[config.mk]
export PLATFORM = sky130hd
export DESIGN_NAME = s_array_shuffle
export DESIGN_NICKNAME = d
export VERILOG_FILES = /design/src/rtl/s_array_shuffle.sv
export SDC_FILE = /design/constraint.sdc
export NUM_CORES = 1
export LEC_CHECK = 0
export ABC_AREA = 1
export BUFFER_PORTS_ARGS = -buffer_cell sky130_fd_sc_hd__buf_4
export CAP_MARGIN = 5
export CORE_MARGIN = 2
export CORE_UTILIZATION = 45
export DETAILED_ROUTE_END_ITERATION = 10
export PLACE_DENSITY = 0.7
export SYNTH_ARGS = -nofsm -noshare
export SYNTH_HDL_FRONTEND = slang
export SYNTH_SLANG_ARGS = --single-unit
[constraint.sdc]
create_clock -name clk -period 4 [get_ports clk]
set_clock_uncertainty 0.05 [all_clocks]
set_input_delay 0.4 -clock clk [delete_from_list [all_inputs] [get_ports clk]]
set_output_delay 0.4 -clock clk [all_outputs]
set_load 0.005 [all_outputs]
[src/rtl/s_array_shuffle.sv]
// -----------------------------------------------------------------------------
// s_array_shuffle
//
// RC4 key-scheduling stage. Permutes a 256-byte S array, held in an external
// single-port RAM, in place using the secret key. It runs once per start pulse
// and expects S to have been initialised to S[i]=i beforehand.
//
// Each KSA iteration is a six-state read/read/write/write sequence through the
// one RAM port:
//   RD_I -> WT_I -> RD_J -> WT_J -> WR_I -> WR_J
// A run therefore takes 256 * 6 = 1536 cycles and issues 512 write strobes.
//
// Parameters
//   KEY_BYTES     number of key bytes; byte 0 is the most significant byte
//                 of secret_key.
//
// Ports
//   clk           sole clock, rising edge
//   reset_n       asynchronous active-low reset
//   start         single-cycle request, honoured only in IDLE and DONE
//   secret_key    key, must stay stable from start until finish
//   q             RAM read data, valid the cycle after the address
//   array_address RAM address (registered)
//   data          RAM write data (registered)
//   write_enable  RAM write strobe (registered)
//   busy          high while the shuffle is in progress
//   finish        high in DONE, held until the next start or reset
// -----------------------------------------------------------------------------
module s_array_shuffle #(
  parameter int unsigned KEY_BYTES = 3
) (
  input  logic                   clk,
  input  logic                   reset_n,
  input  logic                   start,
  input  logic [8*KEY_BYTES-1:0] secret_key,
  input  logic [7:0]             q,
  output logic [7:0]             array_address,
  output logic [7:0]             data,
  output logic                   write_enable,
  output logic                   busy,
  output logic                   finish
);

  localparam int unsigned KW = (KEY_BYTES > 1) ? $clog2(KEY_BYTES) : 1;

  typedef enum logic [2:0] {
    S_IDLE,
    S_RD_I,
    S_WT_I,
    S_RD_J,
    S_WT_J,
    S_WR_I,
    S_WR_J,
    S_DONE
  } state_t;

  state_t          r_state;
  logic [7:0]      r_i;
  logic [7:0]      r_j;
  logic [KW-1:0]   r_k;
  logic [7:0]      r_si;

  logic [7:0]      w_key_byte;
  logic [7:0]      w_j_next;
  logic [7:0]      w_i_next;
  logic [KW-1:0]   w_k_next;

  // Select key byte k; byte 0 sits in the top bits of secret_key.
  always_comb begin
    w_key_byte = '0;
    for (int unsigned b = 0; b < KEY_BYTES; b++) begin
      if (r_k == KW'(b)) begin
        w_key_byte = secret_key[8*(KEY_BYTES-1-b) +: 8];
      end
    end
  end

  // j + S[i] + key[k], all modulo 256 (carries dropped by the 8-bit result).
  assign w_j_next = r_j + q + w_key_byte;
  assign w_i_next = r_i + 8'd1;
  assign w_k_next = (r_k == KW'(KEY_BYTES-1)) ? '0 : r_k + KW'(1);

  // Outputs are loaded on the edge that enters the state they belong to, so
  // the RAM sees each address/strobe for exactly the cycle of that state.
  // The data register doubles as the S[j] holding register: S[j] is only
  // needed as write data in WR_I, so it is loaded straight from q in WT_J.
  always_ff @(posedge clk or negedge reset_n) begin
    if (!reset_n) begin
      r_state       <= S_IDLE;
      r_i           <= '0;
      r_j           <= '0;
      r_k           <= '0;
      r_si          <= '0;
      array_address <= '0;
      data          <= '0;
      write_enable  <= 1'b0;
      busy          <= 1'b0;
      finish        <= 1'b0;
    end else begin
      case (r_state)
        S_IDLE, S_DONE: begin
          if (start) begin
            r_i           <= '0;
            r_j           <= '0;
            r_k           <= '0;
            array_address <= '0;
            data          <= '0;
            write_enable  <= 1'b0;
            busy          <= 1'b1;
            finish        <= 1'b0;
            r_state       <= S_RD_I;
          end
        end

        S_RD_I: begin
          r_state <= S_WT_I;
        end

        S_WT_I: begin
          r_si          <= q;
          r_j           <= w_j_next;
          array_address <= w_j_next;
          r_state       <= S_RD_J;
        end

        S_RD_J: begin
          r_state <= S_WT_J;
        end

        S_WT_J: begin
          array_address <= r_i;
          data          <= q;
          write_enable  <= 1'b1;
          r_state       <= S_WR_I;
        end

        S_WR_I: begin
          array_address <= r_j;
          data          <= r_si;
          write_enable  <= 1'b1;
          r_state       <= S_WR_J;
        end

        S_WR_J: begin
          write_enable <= 1'b0;
          if (r_i == 8'hFF) begin
            array_address <= '0;
            data          <= '0;
            busy          <= 1'b0;
            finish        <= 1'b1;
            r_state       <= S_DONE;
          end else begin
            r_i           <= w_i_next;
            r_k           <= w_k_next;
            array_address <= w_i_next;
            r_state       <= S_RD_I;
          end
        end

        default: begin
          array_address <= '0;
          data          <= '0;
          write_enable  <= 1'b0;
          busy          <= 1'b0;
          finish        <= 1'b0;
          r_state       <= S_IDLE;
        end
      endcase
    end
  end

endmodule

-- Word level (Yosys, flattened, before mapping)
Cells that the tools add are included.
- equal/unequal tests: 13
- reduce and logical (&&, ||, !) cells: 15
- multiplexer cells: 25
- add/sub/neg operators: 4
- operators with widths (operator ; count):
    $mux 8 ; 7
    $pmux 8 s5 ; 1
    $pmux 8 s2 ; 2
    $pmux 8 s4 ; 1
    $pmux 3 s7 ; 1
    $add 8x8->8 ; 2
    $eq 3x3->1 const B ; 4
    $reduce_and 3->1 ; 3
    $add 8x1->8 const B ; 1
    $eq 8x8->1 const B ; 1
    $eq 3x2->1 const B ; 2
    $mux 2 ; 3
    $mux 3 ; 2
    $ne 2x2->1 const B ; 3
    $reduce_and 2->1 ; 3
    $reduce_bool 5->1 ; 1
    $mux 1 ; 4
    $pmux 1 s2 ; 2
    $pmux 2 s2 ; 1
    $reduce_bool 2->1 ; 2
    $reduce_bool 4->1 ; 1
    $reduce_or 2->1 ; 2
    $eq 3x1->1 const B ; 1
    $logic_not 3->1 ; 1
    6 further kinds ; 6
- flip-flop bits (word level): 48

-- Longest topological paths before layout
Gate-level depths: netlist of the first run.
- depth in word-level cells: 6
- gate-level depth with buffers: 16
- depth with buffers taken out: 16

-- Worst setup path after synthesis of the first run
Ideal clock, no wire load.
- path type: reg2reg
- start: register r_k[0]
- end: register r_j[7]
- stages on the path, launching flop included: 15
- setup time: 0.127 ns
- slack: 1.501 ns
- required time: 3.823 ns
- data arrival time: 2.322 ns
- buffers on the path: 0
- cells stage by stage: dfrtp_1 -> inv_1 -> nor2_1 -> nand2_1 -> nand3_1 -> fa_1 -> ha_1 -> inv_1 -> fa_1 -> nor3_1 -> nor2_1 -> inv_1 -> nand2_1 -> nand3_1 -> o21ai_0
- cells in the longest elaborated chain, start to end: 6
- elaborated cells on any way between the ends: 8
- those cells by class: 1 x add/sub; 2 x eq/ne; 4 x mux; 1 x reduce/logical
- RTL lines (item ; line ; source):
    start, declared ; 60 ; logic [KW-1:0] r_k;
    start signal, assigned ; 154 ; r_k <= w_k_next;
    $logic_not 2->1 ; 72 ; if (r_k == KW'(b)) begin
    $mux 8 (2 in a row) ; 72 ;
    $mux 8 * ; 72 ;
    $add 8x8->8 * ; 79 ; assign w_j_next = r_j + q + w_key_byte;
    $pmux 8 s2 * ; 100 ; case (r_state)
    end signal, assigned ; 121 ; r_j <= w_j_next;
    end, declared ; 59 ; logic [7:0] r_j;
Mark *: on every way between the ends. The rest lies on a longest branch, timed or not.
A chain may end at the register's enable or synchronous reset.

-- Final worst setup path of the first run
- start: register r_k[1]
- end: register array_address[3]
- cells in the longest elaborated chain, start to end: 6
- elaborated cells on any way between the ends: 8
- those cells by class: 1 x add/sub; 2 x eq/ne; 4 x mux; 1 x reduce/logical
- RTL lines (item ; line ; source):
    $logic_not 2->1 ; 72 ;
    $mux 8 (2 in a row) ; 72 ;
    $mux 8 * ; 72 ;
    $add 8x8->8 * ; 79 ;
    $pmux 8 s5 * ; 100 ;
    end signal, assigned ; 122 ; array_address <= w_j_next;
    end signal, assigned ; 131 ; array_address <= r_i;
    end signal, assigned ; 138 ; array_address <= r_j;
    end, declared ; 37 ; output logic [7:0] array_address,
Marked as above.

==> reports/metrics.cfg, run 1 <==
[outcome]
outcome = finished clean

[floorplanning]
die_y_um = 84.5
dieArea_sq_mm = 0.00714
core_area_sq_mm = 0.00631
initial_core_util_pct = 46.2
std_cell_rows = 29
io_pins = 54
die_x_um = 84.5

[drt]
num_vias = 2639
wl_per_cell_um = 14.3
drt_iter0_drc = 204
wl_um = 7170
ant_nets = 0
drc = 0
first_pass_iters = 4
vias_per_cell = 5.28

[placement]
dp_cells = 492
io_buffer_count = 53
hpwl_um = 5460
place.gp.congestion = 0.887
place_ws_ps = 1230
placed_area_sq_mm = 0.00338

[global_route]
grt_max_degree = 49
grt_pass1_vias = 2608
grt_overflow = 0
grt_pass1_wl_um = 12300
antenna_found_initial = 0
gr-usage-all-layers_pct = 21.5

[sta]
period_needed_ps = 2760
hold-worst-slack_ps = 48.9
postLayoutSetupSlackWorst_ps = 1240
grt_setup_unrepaired = false
tns_ps = 0
min_period_over_period_pct = 69.0
hold_violations = 0
fmax_ghz = 0.362
tightest_slew_ps = 724
relSlewSlack_pct = 51.6
setup-violations-final = 0
drv_slew = 0

[power]
total_power_mw = 2.71
vdd_drop_max_mv = 0.493
power.density_mw_per_mm2 = 770
leakage_nw = 1.84

[cells_and_area]
fin_util_pct = 55.7
drive_gt1_share_pct = 19.1
antenna_cells = 0
synthToLayoutAreaGrowth_pct = 20.7
nNetsFinal = 472
fin_cells = 500
fillerInstances = 614
stdcell_area_sq_mm = 0.00352

[yosys]
syn-instance-count = 367
yosysWarnings = 0
synth_cell_types = 32
synth.avg_cell_area_sq_um = 7.94
syn_nets = 417
synthTopCellsByArea = dfrtp_1 41%, nand2_1 15%, nand3_1 7.9%
ys_ff_latch = 48
yosysTopAreaCellShare_pct = 41.2
yosysTopAreaCell = dfrtp_1
synth_area_sq_mm = 0.00291
yosysSeqAreaShare_pct = 41.2

[cts]
cts_resized = 0
numClockSinks = 48
path_clk_slew_ps = 100
ctsHoldBuffers = 0
cts_tree = built
cts_buffers = 5
cts_root_buf = clkbuf_8
cts_buffer_depth = 2
post-cts-setup-buffers = 0
insertion_delay_ps = 310
h-tree-depth = 2

[run]
cap_violations = 0

[setup_path]
cp.required_ps = 4150
critPathMaxFanout = 6
ff2ff_path_depth = 13
endpoint_kind = register
rrSetupSlack_ps = 1240
start_kind = register
worstSetupPathType = register to register
worstPathArrival_ps = 2910

[min_path]
hold_path.class = input pin to async pin

synth_stat cells, drive strengths merged:
cell     count
a211oi       1
a21oi        7
a31oi        1
buf          3
clkbuf       2
dfrtp       48
fa           8
ha           7
inv         47
nand2      120
nand3       47
nand3b       2
nand4        9
nor2        20
nor3         4
o2111ai      1
o21a         1
o21ai       21
o21bai       1
o22ai       15
or2          1
xnor2        1
registers in the layout, indices dropped and copies added, names as in the netlist:
| name | flops |
|---|---|
| write_enable | 1 |
| array_address | 8 |
| r_state | 3 |
| data | 8 |
| r_i | 8 |
| r_k | 2 |
| r_j | 8 |
| busy | 1 |
| finish | 1 |
| r_si | 8 |
kinds of logic after synthesis:
family / synth area share, %
AND/OR/NAND/NOR: 33.6
buffers and inverters: 7.08
AO/OA/AOI/OAI: 9.32
flip-flops: 41.2
adder cells (fa/ha/maj): 8.50
XOR/XNOR: 0.301
power by group:
group	internal [mW]	total, mW	switching [mW]
combinational	0.576	1.48	0.907
clock	0.252	0.434	0.182
sequential	0.649	0.792	0.143
total	1.48	2.71	1.23
cell usage in the layout, fill, tap and decap left out, types with 4 or more instances in the layout:
cell type / count
inv_2: 4
o22ai_1: 15
nand3_1: 46
o21ai_0: 21
nand2_1: 113
fa_1: 8
nand2_4: 4
nor2_1: 15
nand4_1: 9
buf_4: 53
a21oi_1: 7
dfrtp_1: 48
ha_1: 7
clkbuf_8: 5
inv_1: 42
path summary, 6_finish.rpt:
check	start	end
max	r_k[1]	array_address[3]
min	reset_n	r_k[1]
min reg2reg	data[1]	data[1]
max in group asynchronous	reset_n	r_j[4]
max reg2reg	r_k[1]	array_address[3]
min in group clk	q[2]	r_si[2]
layer usage:
layer,up-vias,wire length [um],GRT usage (%)
met4,0,107,5.77
met1,1238,3190,30.1
met2,65,3500,35.3
met3,11,373,3.15
li1,1325,-,-
met5,-,0,0
final cells by class:
class | count | area [sq um] | share of cell area [%]
Inverter | 47 | 179 | 5.09
Sequential cell | 48 | 1200 | 34.1
Clock inverter | 3 | 68.8 | 1.96
Clock buffer | 5 | 68.8 | 1.96
Tap cell | 77 | 96.3 | 2.74
Multi-Input combinational cell | 267 | 1510 | 42.8
Timing Repair Buffer | 53 | 398 | 11.3
critical path: stages (launching register included):
cell and delay, ps:
dfrtp_1 410, inv_1 150, nor2_1 140, nand2_1 80, nand3_1 90, fa_1 490, ha_1 190, inv_1 60
fa_1 420, xnor2_1 150, nand2_1 90, o21ai_0 80, a21oi_1 160, nand3_1 90
No activity file was read; power rests on OpenSTA's default activity.
==> run 2: changes to the inputs <==
Settings changed: ABC_AREA 1 to 0.
Clock period 4 ns to 2.7 ns, I/O delays scaled along.
==> run 2 against run 1 <==
  * The run now ends with negative setup slack left
  * Power decreased by 7.4%
  * Core utilization increased by 1.9 points
  * Sequential power increased by 22%
  * First-iteration DRC count decreased by 6.4%
  * Critical endpoint is now r_j[7]
  * Largest cell class unchanged
==> reports/metrics.cfg, run 2 <==
[sta]
fmax_ghz = 0.361  ; was 0.362 GHz
tightest_slew_ps = 653  ; was 724 ps
postLayoutSetupSlackWorst_ps = -66.8  ; was 1240 ps
grt_setup_unrepaired = true  ; was false
relSlewSlack_pct = 56.4  ; was 51.6%
period_needed_ps = 2770  ; was 2760 ps
setup-violations-final = 4  ; was 0
min_period_over_period_pct = 102  ; was 69.0%
hold_violations = 0  ; unchanged
drv_slew = 0  ; unchanged

[setup_path]
crit_slowest_cell = fa_1  ; unchanged
worstSetupPathType = register to register  ; unchanged
rrSetupSlack_ps = -70  ; was 1240 ps
cp.required_ps = 2840  ; was 4150 ps
critPathMaxFanout = 4  ; was 6
worstPathArrival_ps = 2910  ; about the same
slowest_delay_ps = 500  ; was 490 ps
crit_chain = buf_6 -> mux2i_1 -> o21ai_1 -> fa_1 -> ha_2 -> inv_2 -> fa_2 -> nor2b_2 -> o31a_1 -> o22ai_2 -> xnor2_1 -> o21ai_1  ; was inv_1 -> nor2_1 -> nand2_1 -> nand3_1 -> fa_1 -> ha_1 -> inv_1 -> fa_1 -> xnor2_1 -> nand2_1 -> o21ai_0 -> a21oi_1 -> nand3_1
cp_num_buf_inv = 2  ; unchanged
endpoint_kind = register  ; unchanged
critical_path.top_delay_family = adder cells  ; unchanged
start_kind = register  ; unchanged
crit_top_cell = o21ai_1

[power]
total_power_mw = 2.51  ; was 2.71 mW
switchingPower_mw = 0.838  ; was 1.23 mW
power_frac_seq_pct = 38.7  ; was 29.2%
leakage_nw = 1.62  ; was 1.84 nW
vdd_drop_max_mv = 0.410  ; was 0.493 mV
power.density_mw_per_mm2 = 682  ; was 770 mW/mm^2
combPwrFrac_pct = 40.1  ; was 54.7%
p_sw_share_pct = 33.4  ; was 45.5%
internal_power_mw = 1.67  ; was 1.48 mW
clockPowerShare_pct = 21.2  ; was 16.0%

[floorplanning]
die_x_um = 85.6  ; was 84.5 um
std_cell_rows = 29  ; unchanged
io_pins = 54  ; unchanged
dieArea_sq_mm = 0.00732  ; was 0.00714 sq mm
core_area_sq_mm = 0.00639  ; was 0.00631 sq mm
initial_core_util_pct = 46.9  ; was 46.2%
die_y_um = 85.6  ; was 84.5 um

[cells_and_area]
fin_util_pct = 57.6  ; was 55.7%
synthToLayoutAreaGrowth_pct = 23.0  ; was 20.7%
drive_gt1_share_pct = 27.9  ; was 19.1%
multi_input_area_sq_mm = 0.00172  ; was 0.00151 sq mm
stdcell_area_sq_mm = 0.00368  ; was 0.00352 sq mm
final_common_cell = buf_4  ; was nand2_1
fillerInstances = 578  ; was 614
final_cell_mix = 62 x buf_4, 58 x nand2_1, 47 x dfrtp_1  ; was 113 x nand2_1, 53 x buf_4, 48 x dfrtp_1
nNetsFinal = 422  ; was 472
seq_area_sq_mm = 0.00120  ; about the same
antenna_cells = 0  ; unchanged

[drt]
vias_per_cell = 5.74  ; was 5.28
ant_nets = 0  ; unchanged
wl_um = 7380  ; was 7170 um
drc = 0  ; unchanged
drt_iter0_drc = 191  ; was 204
first_pass_iters = 4  ; unchanged
wl_per_cell_um = 16.4  ; was 14.3 um
num_vias = 2585  ; was 2639

[yosys]
synth_area_sq_mm = 0.00299  ; was 0.00291 sq mm
yosys_most_used_dff = dfrtp_1  ; unchanged
syn-instance-count = 316  ; was 367
yosysWarnings = 0  ; unchanged
async_flop_share_pct = 100  ; unchanged
synth.avg_cell_area_sq_um = 9.47  ; was 7.94 sq um
yosysTopAreaCellShare_pct = 40.1  ; was 41.2%
synthTopCellsByArea = dfrtp_1 40%, mux2i_1 8.0%, nand2_1 7.3%  ; was dfrtp_1 41%, nand2_1 15%, nand3_1 7.9%
synth_top_cells_by_count = 58 x nand2_1, 48 x dfrtp_1, 24 x mux2i_1  ; was 113 x nand2_1, 48 x dfrtp_1, 46 x nand3_1
ys_ff_latch = 48  ; unchanged
yosysTopAreaCell = dfrtp_1  ; unchanged
synth_edf_count = 0  ; unchanged
yosysSeqAreaShare_pct = 40.1  ; was 41.2%
synth.most_common_cell = nand2_1  ; unchanged
syn_nets = 366  ; was 417
synth_cell_types = 51  ; was 32

[cts]
numClockSinks = 48  ; unchanged
cts_root_buf = clkbuf_8  ; unchanged
path_clk_slew_ps = 90  ; was 100 ps
cts_buffers = 5  ; unchanged
cts_buffer_depth = 2  ; unchanged
h-tree-depth = 2  ; unchanged
cts_tree = built  ; unchanged
insertion_delay_ps = 310  ; about the same

[min_path]
hold_path.class = input pin to register  ; was input pin to async pin

[run]
cap_violations = 0  ; unchanged

[global_route]
grt_pass1_wl_um = 12400  ; was 12300 um
grt_pass1_vias = 2514  ; was 2608
antenna_found_initial = 0  ; unchanged
gr-usage-all-layers_pct = 21.5  ; about the same
grt_overflow = 0  ; unchanged
grt_max_degree = 49  ; unchanged

[outcome]
outcome = finished with violations  ; was finished clean
violations = negative setup slack

[placement]
hpwl_um = 5350  ; was 5460 um
placed_area_sq_mm = 0.00345  ; was 0.00338 sq mm
io_buffer_count = 53  ; unchanged
place.gp.congestion = 0.881  ; was 0.887
place_ws_ps = -132  ; was 1230 ps

[run 2: cell count changes after synthesis, sizes merged, moves of 11 or more]
cell,before,now
nand2,120,58
nand3,47,5
inv,47,10
mux2i,0,24
buf,3,14
o21ai,21,32
o22ai,15,4
[run 2: through the flow]
| step | hold WS (ps) | instances | TNS [ps] |
|---|---|---|---|
| 3_3_place_gp | 278 | 439 | -141 |
| 3_5_place_dp | 279 | 439 | -549 |
| 4_1_cts | 132 | 448 | -276 |
| 2_1_floorplan | -75.6 | 316 | 0 |
| 6_report | 131 | 450 | -197 |
| 5_1_grt | 138 | 450 | -928 |
[run 2: power by group through the flow]
stage,clock [mW],sequential (mW),combinational (mW)
final,0.533,0.970,1.01
after global routing,0.563,0.991,1.11
after CTS,0.538,0.972,0.962
after detailed placement,0,0.986,0.847
after global placement,0,0.982,0.817
after floorplan,0,0.951,0.521
[run 2: timing repair]
action,CTS,global route
endpoints found under the hold margin,48,0
buffers inserted,0,2
hold buffers,1,0
gates resized for setup,15,12
setup endpoints to repair,7,7
pin swaps,3,9
[run 2: final timing paths]
kind,startpoint,to,cells after the start
worst min-delay path,q[1],r_si[1],3
worst max register to register,r_k[0],r_j[7],12
worst min register to register,r_si[0],r_si[0],2
max in group asynchronous,reset_n,r_k[0],2
worst max-delay path,r_k[0],r_j[7],12
min in group asynchronous,reset_n,data[0],2
[run 2: worst min-delay path, stage by stage]
cell and delay, ps:
buf_4 100, nand2_1 40, nand2_1 50
[run 2: layout make-up]
class                      count  share of cell area [%]
multi-input combinational    241                    46.8
clock inverter                 3                    1.16
timing repair buffer          66                    13.8
inverter                      10                    1.02
tap                           77                    2.62
clock buffer                   5                    1.87
sequential                    48                    32.7
[run 2: routing by layer]
metal	GRT usage, %	up-vias	routed length (um)
met5	0	-	0
met4	7.36	0	165
met3	3.08	20	310
met2	34.6	76	3650
met1	29.8	1266	3260
li1	-	1223	-
[run 2: logic make-up after synthesis]
| kind of cell | synth area share (%) |
|---|---|
| compound gates | 19.6 |
| flops | 40.1 |
| fa+ha+maj | 8.28 |
| mux | 8.40 |
| simple gates | 16.4 |
| xor+xnor | 2.34 |
| buf+inv | 4.85 |
